==> src/rtl/mac_dot_seq.sv <==
// Job sequencer for a signed MAC: streams one length-N dot product per job into
// the MAC, then captures the final accumulator and offers it on a valid/ready port.
module mac_dot_seq #(
  parameter int IN_BITS  = 14,
  parameter int OUT_BITS = IN_BITS,
  parameter int LEN_BITS = 8
) (
  input  logic                clk,
  input  logic                rstn,
  input  logic                start,
  input  logic [LEN_BITS-1:0] len,
  input  logic                abort,
  output logic                busy,
  input  logic                op_valid,
  output logic                op_ready,
  input  logic [IN_BITS:0]    op_x,
  input  logic [IN_BITS:0]    op_y,
  output logic                mac_in_valid,
  input  logic                mac_in_enable,
  output logic                mac_clr,
  output logic [IN_BITS:0]    mac_x,
  output logic [IN_BITS:0]    mac_y,
  input  logic                mac_out_valid,
  output logic                mac_out_enable,
  input  logic [OUT_BITS:0]   mac_accum,
  output logic                res_valid,
  input  logic                res_ready,
  output logic [OUT_BITS:0]   res_data
);

  typedef enum logic [1:0] {
    IDLE,
    RUN,
    DRAIN,
    DONE
  } state_t;

  state_t              state;
  logic [LEN_BITS-1:0] count;
  logic [LEN_BITS-1:0] len_reg;
  logic                in_run;
  logic                xfer;
  logic                last_xfer;

  // The handshake passes straight through to the MAC; abort blocks the pair
  // in flight so neither side sees a transfer in the cancel cycle.
  assign in_run       = (state == RUN);
  assign op_ready     = in_run && mac_in_enable && !abort;
  assign mac_in_valid = in_run && op_valid && !abort;
  assign xfer         = in_run && op_valid && mac_in_enable && !abort;
  assign last_xfer    = xfer && (count == len_reg - LEN_BITS'(1));
  assign mac_x        = op_x;
  assign mac_y        = op_y;

  always_ff @(posedge clk or negedge rstn) begin
    if (!rstn) begin
      state          <= IDLE;
      count          <= '0;
      len_reg        <= '0;
      busy           <= 1'b0;
      res_valid      <= 1'b0;
      res_data       <= '0;
      mac_clr        <= 1'b0;
      mac_out_enable <= 1'b0;
    end else if (abort) begin
      // MAC contents are left alone; the next job's clr discards them.
      state          <= IDLE;
      count          <= '0;
      busy           <= 1'b0;
      res_valid      <= 1'b0;
      mac_clr        <= 1'b0;
      mac_out_enable <= 1'b0;
    end else begin
      case (state)
        IDLE: begin
          if (start) begin
            busy <= 1'b1;
            if (len != '0) begin
              len_reg        <= len;
              count          <= '0;
              mac_clr        <= 1'b1;
              mac_out_enable <= 1'b1;
              state          <= RUN;
            end else begin
              res_data  <= '0;
              res_valid <= 1'b1;
              state     <= DONE;
            end
          end
        end
        RUN: begin
          if (xfer) begin
            count   <= count + LEN_BITS'(1);
            mac_clr <= 1'b0;
            if (last_xfer) begin
              state <= DRAIN;
            end
          end
        end
        DRAIN: begin
          if (mac_out_valid) begin
            res_data       <= mac_accum;
            res_valid      <= 1'b1;
            mac_out_enable <= 1'b0;
            state          <= DONE;
          end
        end
        DONE: begin
          if (res_ready) begin
            res_valid <= 1'b0;
            busy      <= 1'b0;
            state     <= IDLE;
          end
        end
        default: begin
          state <= IDLE;
        end
      endcase
    end
  end

endmodule

==> config.mk <==
export PLATFORM = sky130hd
export DESIGN_NAME = mac_dot_seq
export DESIGN_NICKNAME = d
export VERILOG_FILES = /design/src/rtl/mac_dot_seq.sv
export SDC_FILE = /design/constraint.sdc
export NUM_CORES = 1
export LEC_CHECK = 0
export ABC_CLOCK_PERIOD_IN_PS = 2000
export BUFFER_PORTS_ARGS = -buffer_cell sky130_fd_sc_hd__buf_2
export CAP_MARGIN = 10
export CELL_PAD_IN_SITES_DETAIL_PLACEMENT = 1
export CELL_PAD_IN_SITES_GLOBAL_PLACEMENT = 2
export CORE_ASPECT_RATIO = 2
export CORE_MARGIN = 3
export CORE_UTILIZATION = 24
export DETAILED_ROUTE_END_ITERATION = 8
export PLACE_DENSITY = 0.76
export SLEW_MARGIN = 20
export SYNTH_ARGS = -nofsm -noshare
export SYNTH_HDL_FRONTEND = slang
export SYNTH_SLANG_ARGS = --single-unit
==> constraint.sdc <==
create_clock -name clk -period 2 [get_ports clk]
set_clock_uncertainty 0.05 [all_clocks]
set_input_delay 0.6 -clock clk [delete_from_list [all_inputs] [get_ports clk]]
set_output_delay 0.6 -clock clk [all_outputs]
set_load 0.1 [all_outputs]
### Yosys cells after proc, flatten, opt, wreduce, memory -nomap -nowiden

Index checks and enable logic that the tools add are counted.

| operators by class | value |
|---|---|
| add/subtract/negate cells | 2 |
| multipliers | 0 |
| divide/modulo/power cells | 0 |
| $lt $le $gt $ge | 0 |
| equality and inequality tests | 14 |
| shift-type cells | 0 |
| muxes and demuxes | 34 |
| bitwise operators | 1 |
| reductions and logical operators | 22 |

Operators by type and width:

| operator | number |
|---|---|
| $mux W15 | 3 |
| $mux W8 | 4 |
| $pmux W15 S2 | 1 |
| $pmux W8 S2 | 1 |
| $ne A3 B3 Y1 const B | 5 |
| $reduce_and A5 Y1 | 3 |
| $mux W2 | 7 |
| $mux W1 | 13 |
| $reduce_and A4 Y1 | 3 |
| $reduce_bool A3 Y1 | 3 |
| $add A8 B1 Y8 const B | 1 |
| $eq A8 B8 Y1 | 1 |
| $pmux W2 S4 | 1 |
| $reduce_bool A8 Y1 | 1 |
| $sub A8 B1 Y8 const B | 1 |
| $logic_and A1 B1 Y1 | 7 |
| $ne A2 B2 Y1 const B | 3 |
| $ne A3 B2 Y1 const B | 2 |
| $pmux W1 S2 | 3 |
| $eq A2 B2 Y1 const B | 2 |
| $reduce_bool A4 Y1 | 1 |
| $pmux W1 S3 | 1 |
| $reduce_and A3 Y1 | 1 |
| $eq A2 B1 Y1 const B | 1 |
| other kinds (4) | 4 |

| storage, ports and cells | value |
|---|---|
| register bits | 37 |
| bits in latches | 0 |
| RAM bits | 0 |
| bits in read-only memories | 0 |
| input port bits | 61 |
| output and inout port bits | 51 |
| memories | 0 |

### Longest topological paths before layout

Gate-level depths: netlist of run 1.

| logic depth | value |
|---|---|
| depth in word-level cells | 9 |
| mapped depth | 8 |

### Least setup slack after synthesis of run 1

OpenSTA, ideal clock, no wires.

| path | value |
|---|---|
| path kind | input-to-output |
| start | input abort |
| end | output mac_in_valid |
| arrival time | 1.950 ns |
| setup slack | -0.600 ns |
| stages | 4 |
| buffers on the path | 2 |
| path through | clkbuf_1 -> inv_1 -> clkbuf_1 -> and3_1 |

| on the way | value |
|---|---|
| cells in the longest elaborated chain, start to end | 2 |

Ends and longest elaborated chain:

| element | RTL line | text |
|---|---|---|
| start: declaration | 12 | `input logic abort,` |
| $logic_not A1 Y1 | 49 | `assign mac_in_valid = in_run && op_valid && !abort;` |
| $logic_and A1 B1 Y1 | 49 |  |
| end: declaration | 18 | `output logic mac_in_valid,` |

Every way passes these cells.

### Final worst setup path of run 1

| path | value |
|---|---|
| start | register len_reg[0] |
| end | register state[0] |

| on the way | value |
|---|---|
| cells in the longest elaborated chain, start to end | 5 |

Ends and longest elaborated chain:

| element | RTL line | text |
|---|---|---|
| start: declaration | 40 | `logic [LEN_BITS-1:0] len_reg;` |
| start signal: assignment | 79 | `len_reg <= len;` |
| $sub A8 B1 Y8 | 51 | `assign last_xfer = xfer && (count == len_reg - LEN_BITS'(1));` |
| $eq A8 B8 Y1 | 51 |  |
| $logic_and A1 B1 Y1 | 51 |  |
| $ne A3 B2 Y1 (no line) | -- |  |
| $reduce_and A5 Y1 (no line) | -- |  |
| end signal: assignment | 57 | `state <= IDLE;` |
| end signal: assignment | 67 | `state <= IDLE;` |
| end signal: assignment | 83 | `state <= RUN;` |
| end: declaration | 38 | `state_t state;` |

Every way passes these cells.
A chain may end at the register's enable or synchronous reset.

==> flow_metrics.env, run 1 <==
export IMPL_pwr_share_clk_pct=20.7
export IMPL_whs_ps=206
export IMPL_hold_violations=0
export IMPL_path_delay_family="simple AND/OR/NAND/NOR gates"
export IMPL_fin_ws_ps=-25.7
export IMPL_p_comb_share_pct=54.7
export IMPL_synth_nets=331
export IMPL_drtAntennaViolNets=0
export IMPL_status="complete, but fails checks"
export IMPL_hp_class="in -> async"
export IMPL_cp_required_ps=2110
export IMPL_arrival_ps=2140
export IMPL_start_kind="flop"
export IMPL_nets=384
export IMPL_async_flop_share_pct=100
export IMPL_p_total_mw=4.53
export IMPL_placedCellCount=440
export IMPL_regArea_sq_um=927
export IMPL_largest_reg_flops=15
export IMPL_synth_top_family_by_area="simple AND/OR/NAND/NOR gates"
export IMPL_synth_area_leader_cell="dfrtp_1"
export IMPL_multi_input_area_sq_mm=0.00129
export IMPL_wl_um=7070
export IMPL_rsz0062_at_grt="true"
export IMPL_pwr_share_seq_pct=24.6
export IMPL_fillers=1173
export IMPL_critPathSlowestCell="dfrtp_1"
export IMPL_clock_sinks=37
export IMPL_die_area_sq_mm=0.0113
export IMPL_die_y_um=147
export IMPL_n_antenna_cell=0
export IMPL_cap_violations=0
export IMPL_drc=0
export IMPL_end_kind="flop"
export IMPL_path_max_fanout=4
export IMPL_max_freq_ghz=0.494
export IMPL_start_util_pct=24.6
export IMPL_path_class="reg -> reg"
export IMPL_grt_pass1_vias=2258
export IMPL_worst_path_buf_inv=1
export IMPL_cts_root_buf="clkbuf_16"
export IMPL_synthesis_area_sq_mm=0.00240
export IMPL_cts_tree="done"
export IMPL_peakVddDrop_mv=0.405
export IMPL_wire_per_inst_um=15.7
export IMPL_power_per_cell_area_mw_per_mm2=1410
export IMPL_core_area_sq_mm=0.00976
export IMPL_synth_edff_count=0
export IMPL_synth_area_mux_share_pct=9.07
export IMPL_synth_compound_gate_area_share_pct=12.9
export IMPL_grt_ovfl_total=0
export IMPL_synth_cell_types=51
export IMPL_worst_pin_slew_ps=625
export IMPL_clockBufferDepth=2
export IMPL_p_switching_mw=2.02
export IMPL_grt_pass1_wl_um=10900
export IMPL_synthAdderAreaFrac_pct=3.13
export IMPL_place_gp_congestion=0.796
export IMPL_ys_ff_latch=37
export IMPL_synth_top_area_share_pct=38.6
export IMPL_final_cell_area_sq_mm=0.00320
export IMPL_cts_made_buffers=5
export IMPL_finalCriticalPeriod_ps=2030
export IMPL_switching_share_pct=44.5
export IMPL_setup_violations=3
export IMPL_synth_simple_gate_area_share_pct=17.3
export IMPL_yosys_warnings=0
export IMPL_grt_usage_pct=12.6
export IMPL_period_share_pct=101
export IMPL_instances_no_fill=450
export IMPL_area_delta_synth_final_pct=33.5
export IMPL_report_final_slew_viol_count=0
export IMPL_max_stage_delay_ps=410
export IMPL_violations="negative setup slack"
export IMPL_post_dp_hpwl_um=5490
export IMPL_synthXorXnorAreaFrac_pct=3.49
export IMPL_synth_seq_area_share_pct=38.6
export IMPL_path_cells="inv_2 -> ha_4 -> xnor2_4 -> nor4_4 -> o21a_1 -> and4_4 -> o32ai_2"
export IMPL_drive_gt1_share_pct=42.1
export IMPL_firstDrtPassIters=4
export IMPL_die_w_um=76.7
export IMPL_clock_latency_ps=290
export IMPL_rows=51
export IMPL_p_leak_nw=1.43
export IMPL_synth_area_leaders="dfrtp_1, buf_4, mux2i_1, inv_1, nand2_1"
export IMPL_synth_flop_cell="dfrtp_1"
export IMPL_yosysMostFrequentCell="dfrtp_1"
export IMPL_p_int_mw=2.51
export IMPL_antenna_found_initial=0
export IMPL_via_per_inst=4.55
export IMPL_vias=2046
export IMPL_syn_inst=264
export IMPL_ioPinCount=112
export IMPL_clk_pin_slew_worst_paths_ps=60
export IMPL_relSlewSlack_pct=58.1
export IMPL_syn_avg_cell_area_sq_um=9.09
export IMPL_synthTopCellsByCount="dfrtp_1, buf_4, inv_1, nand2_1, mux2i_1"
export IMPL_portBuffers=51
export IMPL_h_tree_depth=2
export IMPL_place_area_sq_mm=0.00284
export IMPL_grt_max_degree=21
export IMPL_drtIter0Drc=51
final timing paths:
path / cells after the start / end / startpoint / slack (ps)
min in group clk: 2 / res_data[3]$_DFFE_PN0P_ / res_data[3]$_DFFE_PN0P_ / 460
setup / recovery: 7 / state[0]$_DFFE_PN0P_ / len_reg[0]$_DFFE_PN0P_ / -30
max in group asynchronous: 2 / count[7]$_DFFE_PN0P_ / rstn / 1160
hold reg to reg: 2 / res_data[3]$_DFFE_PN0P_ / res_data[3]$_DFFE_PN0P_ / 460
setup reg to reg: 7 / state[0]$_DFFE_PN0P_ / len_reg[0]$_DFFE_PN0P_ / -30
hold / removal: 1 / res_data[6]$_DFFE_PN0P_ / rstn / 210
cell usage in the layout, fill, tap and decap left out, types with 2 or more instances in the layout:
cell type  instances
a21oi_1           11
a21oi_4            2
a22o_1             2
and3_1             2
and3_4             2
buf_12             3
buf_2             49
buf_4             29
buf_6              2
clkbuf_16          5
dfrtp_1           36
ha_1               3
ha_4               3
inv_1             24
inv_2              4
mux2_2             6
mux2i_1           15
nand2_1           27
nand2b_1           7
nand3_1            8
nor2_1            13
nor3_2             3
nor4_1             2
o21ai_0            5
o21ai_1            7
o21ai_2            2
o32ai_2            2
or3_1              2
or4_4              4
xnor2_1            3
xor2_1             2
layer usage:
metal,GRT usage (%),wire (um),up-vias
met1,10.0,2100,1006
met2,26.0,4340,50
met5,0,0,-
met4,7.71,342,0
met3,2.80,295,22
li1,-,-,968
power groups by stage:
stage / Combinational [mW] / Sequential [mW] / Clock (mW)
after floorplan: 1.19 / 1.60 / 0
after global placement: 2.05 / 1.10 / 0
after detailed placement: 2.10 / 1.11 / 0
after CTS: 2.18 / 1.10 / 0.974
after global routing: 2.63 / 1.14 / 0.993
final: 2.48 / 1.11 / 0.937
through the flow:
step	TNS [ps]	setup WS (ps)	utilization (%)
2_1_floorplan	-972	-101	-
3_5_place_dp	-7450	-375	29.0
4_1_cts	-117	-59.8	31.4
6_report	-48.9	-25.7	32.8
5_1_grt	-207	-87.5	32.8
3_3_place_gp	-6010	-295	29.0
final cells by class:
cell class	instances	share of cell area, %
Tap cell	132	5.15
Timing Repair Buffer	83	17.0
Clock inverter	1	0.937
Multi-Input combinational cell	162	40.2
Clock buffer	7	4.45
Inverter	28	3.28
Sequential cell	37	28.9
kinds of logic after synthesis:
kind of cell	count (synthesis)
adders and majority gates	6
DFF	37
buffers and inverters	65
xor gates and xnor gates	8
muxes	21
and+or+nand+nor	81
AOI/OAI and AO/OA	46
worst reg2reg max path: stages (launching register included):
cell and delay [ps]:
dfrtp_1 410, inv_2 70, ha_4 270, xnor2_4 130
nor4_4 350, o21a_1 250, and4_4 270, o32ai_2 80
repair_timing:
item | 4_1_cts | 5_1_grt
hold buffers | 0 | 0
buffers inserted | 2 | 1
pin swaps | 1 | 7
gates resized for setup | 10 | 28
endpoints found under the setup margin | 16 | 8
Note: power is estimated with default switching activity, not from simulation.
==> run 2, diff against run 1 <==
- CTS_CLUSTER_SIZE: default -> 20
- PLACE_DENSITY: 0.76 -> 0.85
==> run 2 against run 1 <==
The run still ends with negative setup slack left; count of clock-buffer cells in the layout down 2; critical path type is now reg -> out; clock power down 17%; critical path depth down 2.
==> flow_metrics.env, run 2 (synthesis results as in run 1) <==
export IMPL_r2r_start="state[1]$_DFFE_PN0P_"
export IMPL_fillers=1148
export IMPL_hold_violations=0
export IMPL_n_antenna_cell=0
export IMPL_rsz0062_at_grt="true"
export IMPL_rows=51
export IMPL_antenna_found_initial=0
export IMPL_die_area_sq_mm=0.0113
export IMPL_grt_pass1_wl_um=11200
export IMPL_largest_reg_flops=15
export IMPL_instances_no_fill=445
export IMPL_grt_ovfl_total=0
export IMPL_clockBufferDepth=2
export IMPL_power_per_cell_area_mw_per_mm2=1360
export IMPL_grt_usage_pct=12.5
export IMPL_vias=2035
export IMPL_portBuffers=51
export IMPL_place_gp_congestion=0.770
export IMPL_max_freq_ghz=0.496
export IMPL_hp_class="in -> async"
export IMPL_final_cell_area_sq_mm=0.00311
export IMPL_firstDrtPassIters=4
export IMPL_finalCriticalPeriod_ps=2020
export IMPL_end_kind="output pin"
export IMPL_drtAntennaViolNets=0
export IMPL_cts_root_buf="clkbuf_16"
export IMPL_drtIter0Drc=77
export IMPL_nets=379
export IMPL_wl_um=6980
export IMPL_p_leak_nw=1.38
export IMPL_final_cell_mix="buf_2, dfrtp_1, nand2_1, inv_1, buf_4"
export IMPL_layout_commonest_cell="buf_2"
export IMPL_worst_pin_slew_ps=511
export IMPL_cap_violations=0
export IMPL_cts_made_buffers=5
export IMPL_ioPinCount=112
export IMPL_r2r_setup_slack_ps=50
export IMPL_core_area_sq_mm=0.00976
export IMPL_peakVddDrop_mv=0.347
export IMPL_start_kind="flop"
export IMPL_postLayoutCoreUtil_pct=31.8
export IMPL_drive_gt1_share_pct=41.5
export IMPL_placedCellCount=432
export IMPL_via_per_inst=4.57
export IMPL_setup_violations=2
export IMPL_clk_pin_slew_worst_paths_ps=60
export IMPL_path_class="reg -> out"
export IMPL_report_final_slew_viol_count=0
export IMPL_r2r_end="state[0]$_DFFE_PN0P_"
export IMPL_place_area_sq_mm=0.00278
export IMPL_place_ws_ps=-323
export IMPL_period_share_pct=101
export IMPL_start_util_pct=24.6
export IMPL_violations="negative setup slack"
export IMPL_clock_sinks=37
export IMPL_die_y_um=147
export IMPL_relSlewSlack_pct=66.0
export IMPL_path_max_fanout=3
export IMPL_ff2ff_path_depth=9
export IMPL_grt_pass1_vias=2298
export IMPL_status="complete, but fails checks"
export IMPL_arrival_ps=1370
export IMPL_die_w_um=76.7
export IMPL_wire_per_inst_um=15.7
export IMPL_tns_ps=-29.2
export IMPL_ctsHoldBuffers=0
export IMPL_grt_max_degree=38
export IMPL_post_dp_hpwl_um=5370
export IMPL_cts_tree="done"
export IMPL_fin_ws_ps=-16.7
export IMPL_cp_required_ps=1350
export IMPL_area_delta_synth_final_pct=29.5
export IMPL_clock_latency_ps=290
export IMPL_drc=0
export IMPL_h_tree_depth=2
[run 2: report_power, final]
part | internal [mW] | switching (mW) | total, mW
Sequential | 0.930 | 0.190 | 1.12
Clock | 0.457 | 0.320 | 0.777
Combinational | 0.885 | 1.45 | 2.33
[run 2: layout make-up]
| type | instances | area [sq um] | area share (%) |
|---|---|---|---|
| multi-input cells | 162 | 1260 | 40.5 |
| well taps | 132 | 165 | 5.31 |
| flip-flops and latches | 37 | 930 | 29.9 |
| repair buffers | 78 | 508 | 16.3 |
| clock buffers | 5 | 125 | 4.03 |
| clock inverters | 3 | 17.5 | 0.564 |
| inverters | 28 | 105 | 3.38 |
[run 2: worst max-delay path by stage]
stage | startpoint | endpoint | slack [ps] | depth (start not counted)
floorplan | len[1] | count[0]$_DFFE_PN0P_ | -100 | 4
global placement | len[5] | res_valid$_DFFE_PN0P_ | -280 | 7
detailed placement | len[5] | res_valid$_DFFE_PN0P_ | -320 | 7
CTS | state[1]$_DFFE_PN0P_ | op_ready | -20 | 5
global route | state[1]$_DFFE_PN0P_ | mac_in_valid | -60 | 5
finish | state[1]$_DFFE_PN0P_ | op_ready | -20 | 5
[run 2: worst max-delay path, stage by stage (launching register included)]
cell	delay, ps
dfrtp_1	400
inv_2	90
ha_4	140
buf_6	100
and3_4	180
buf_12	170
[run 2: per-layer routing]
metal	routed length (um)	global-route usage, %	vias up	part of all wire [%]
met4	207	6.72	0	3.0
met5	0	0	-	0
met3	247	2.44	19	3.5
li1	-	-	959	-
met1	2150	10.1	1015	31
met2	4380	26.6	42	63
[run 2: per-stage QoR]
step / hold WS [ps] / total power, mW
2_1_floorplan: 254 / 2.80
4_1_cts: 343 / 4.02
6_report: 315 / 4.23
3_3_place_gp: 451 / 3.08
3_5_place_dp: 463 / 3.14
5_1_grt: 361 / 4.49
[run 2: what timing repair did]
action,in CTS,in global routing
setup endpoints to repair,5,7
resized for setup,8,28
pin swaps,1,6
setup buffers,3,2
==> run 3, diff against run 2 <==
- CORE_MARGIN: 3 -> default
==> run 3 against run 2 <==
The run still ends with negative setup slack left; cell count up 0.22%; via count increased by 1.2%; global-route usage grew 1.4 points; sequential share of layout area down 0.47 points; combinational power about the same; clock power increased by 36%; critical endpoint unchanged.
==> flow_metrics.env, run 3 (synthesis results as in run 1) <==
export IMPL_wl_um=6950
export IMPL_grt_pass1_vias=2235
export IMPL_power_per_cell_area_mw_per_mm2=1430
export IMPL_cts_root_buf="clkbuf_16"
export IMPL_antenna_found_initial=0
export IMPL_r2r_setup_slack_ps=0
export IMPL_period_share_pct=101
export IMPL_cts_made_buffers=5
export IMPL_worst_pin_slew_ps=508
export IMPL_firstDrtPassIters=3
export IMPL_die_area_sq_mm=0.0104
export IMPL_drtAntennaViolNets=0
export IMPL_peakVddDrop_mv=0.420
export IMPL_whs_ps=317
export IMPL_final_cell_mix="buf_2, dfrtp_1, nand2_1, inv_1, buf_4"
export IMPL_path_max_fanout=3
export IMPL_cts_tree="done"
export IMPL_violations="negative setup slack"
export IMPL_clockBufferDepth=2
export IMPL_ctsHoldBuffers=0
export IMPL_max_freq_ghz=0.496
export IMPL_rsz0062_at_grt="true"
export IMPL_via_per_inst=4.62
export IMPL_r2r_start="state[1]$_DFFE_PN0P_"
export IMPL_arrival_ps=1370
export IMPL_hp_class="in -> async"
export IMPL_use_met2_pct=28.1
export IMPL_ff2ff_path_depth=8
export IMPL_drive_gt1_share_pct=41.4
export IMPL_setup_violations=2
export IMPL_r2r_end="state[1]$_DFFE_PN0P_"
export IMPL_portBuffers=51
export IMPL_status="complete, but fails checks"
export IMPL_grt_busiest_layer="met2"
export IMPL_h_tree_depth=2
export IMPL_grt_ovfl_total=0
export IMPL_path_class="reg -> out"
export IMPL_clk_pin_slew_worst_paths_ps=60
export IMPL_p_leak_nw=1.40
export IMPL_place_gp_congestion=0.758
export IMPL_postLayoutCoreUtil_pct=32.6
export IMPL_largest_reg_flops=15
export IMPL_die_w_um=72.7
export IMPL_hold_violations=0
export IMPL_core_area_sq_mm=0.00970
export IMPL_rows=51
export IMPL_drtIter0Drc=54
export IMPL_use_met3_pct=2.66
export IMPL_layout_commonest_cell="buf_2"
export IMPL_grt_usage_pct=13.9
export IMPL_relSlewSlack_pct=66.1
export IMPL_start_kind="flop"
export IMPL_nets=380
export IMPL_start_util_pct=24.7
export IMPL_area_delta_synth_final_pct=31.8
export IMPL_cap_violations=0
export IMPL_clock_sinks=37
export IMPL_drc=0
export IMPL_fin_ws_ps=-16.7
export IMPL_met1_usage_pct=11.0
export IMPL_post_dp_hpwl_um=5160
export IMPL_grt_pass1_wl_um=10700
export IMPL_report_final_slew_viol_count=0
export IMPL_vias=2059
export IMPL_clock_latency_ps=290
export IMPL_finalCriticalPeriod_ps=2020
export IMPL_tns_ps=-28.0
export IMPL_ioPinCount=112
export IMPL_cp_required_ps=1350
export IMPL_end_kind="output pin"
export IMPL_grt_max_degree=38
export IMPL_wire_per_inst_um=15.6
export IMPL_die_y_um=143
export IMPL_n_antenna_cell=0
export IMPL_place_ws_ps=-289
==> run 3: layout make-up <==
cell class	instances	area, sq um
well taps	132	165
clock inverters	3	68.8
flip-flops and latches	37	931
inverters	28	105
fillers	1164	6540
multi-input cells	162	1240
repair buffers	79	531
clock buffers	5	125
==> run 3: timing repair <==
action	4_1_cts	5_1_grt
pin swaps	1	7
gates resized for setup	9	24
endpoints found under the setup margin	5	12
setup buffers	2	2
hold endpoints to repair	0	0
==> run 3: worst max path at each step <==
stage / to / from / slack, ps / cells after the start
final: op_ready / state[1]$_DFFE_PN0P_ / -20 / 5
after global routing: state[1]$_DFFE_PN0P_ / state[1]$_DFFE_PN0P_ / -100 / 8
after CTS: op_ready / state[1]$_DFFE_PN0P_ / -50 / 5
after detailed placement: count[0]$_DFFE_PN0P_ / len[1] / -290 / 5
after global placement: count[0]$_DFFE_PN0P_ / len[1] / -260 / 5
after floorplan: count[0]$_DFFE_PN0P_ / len[1] / -100 / 4
==> run 3: through the flow <==
stage | instances | area [sq um] | power [mW]
detailed placement | 434 | 2800 | 3.17
floorplan | 264 | 2430 | 2.80
CTS | 444 | 3040 | 4.36
global route | 446 | 3160 | 4.79
finish | 446 | 3160 | 4.52
global placement | 434 | 2800 | 3.11
==> run 3: critical path, stage by stage (launching register included) <==
cell,delay [ps]
dfrtp_1,390
inv_2,90
ha_4,150
buf_6,90
and3_4,180
buf_12,170
==> run 3: routing by layer <==
metal	wire length (um)	share of wire, %
met5	0	0
met4	386	5.6
met3	278	4.0
met2	4130	59
met1	2150	31
==> run 3: power by group <==
| group | total [mW] | internal [mW] | switching [mW] |
|---|---|---|---|
| Clock | 1.06 | 0.719 | 0.336 |
| Sequential | 1.13 | 0.931 | 0.203 |
| Combinational | 2.33 | 0.902 | 1.43 |
| Total | 4.52 | 2.55 | 1.97 |
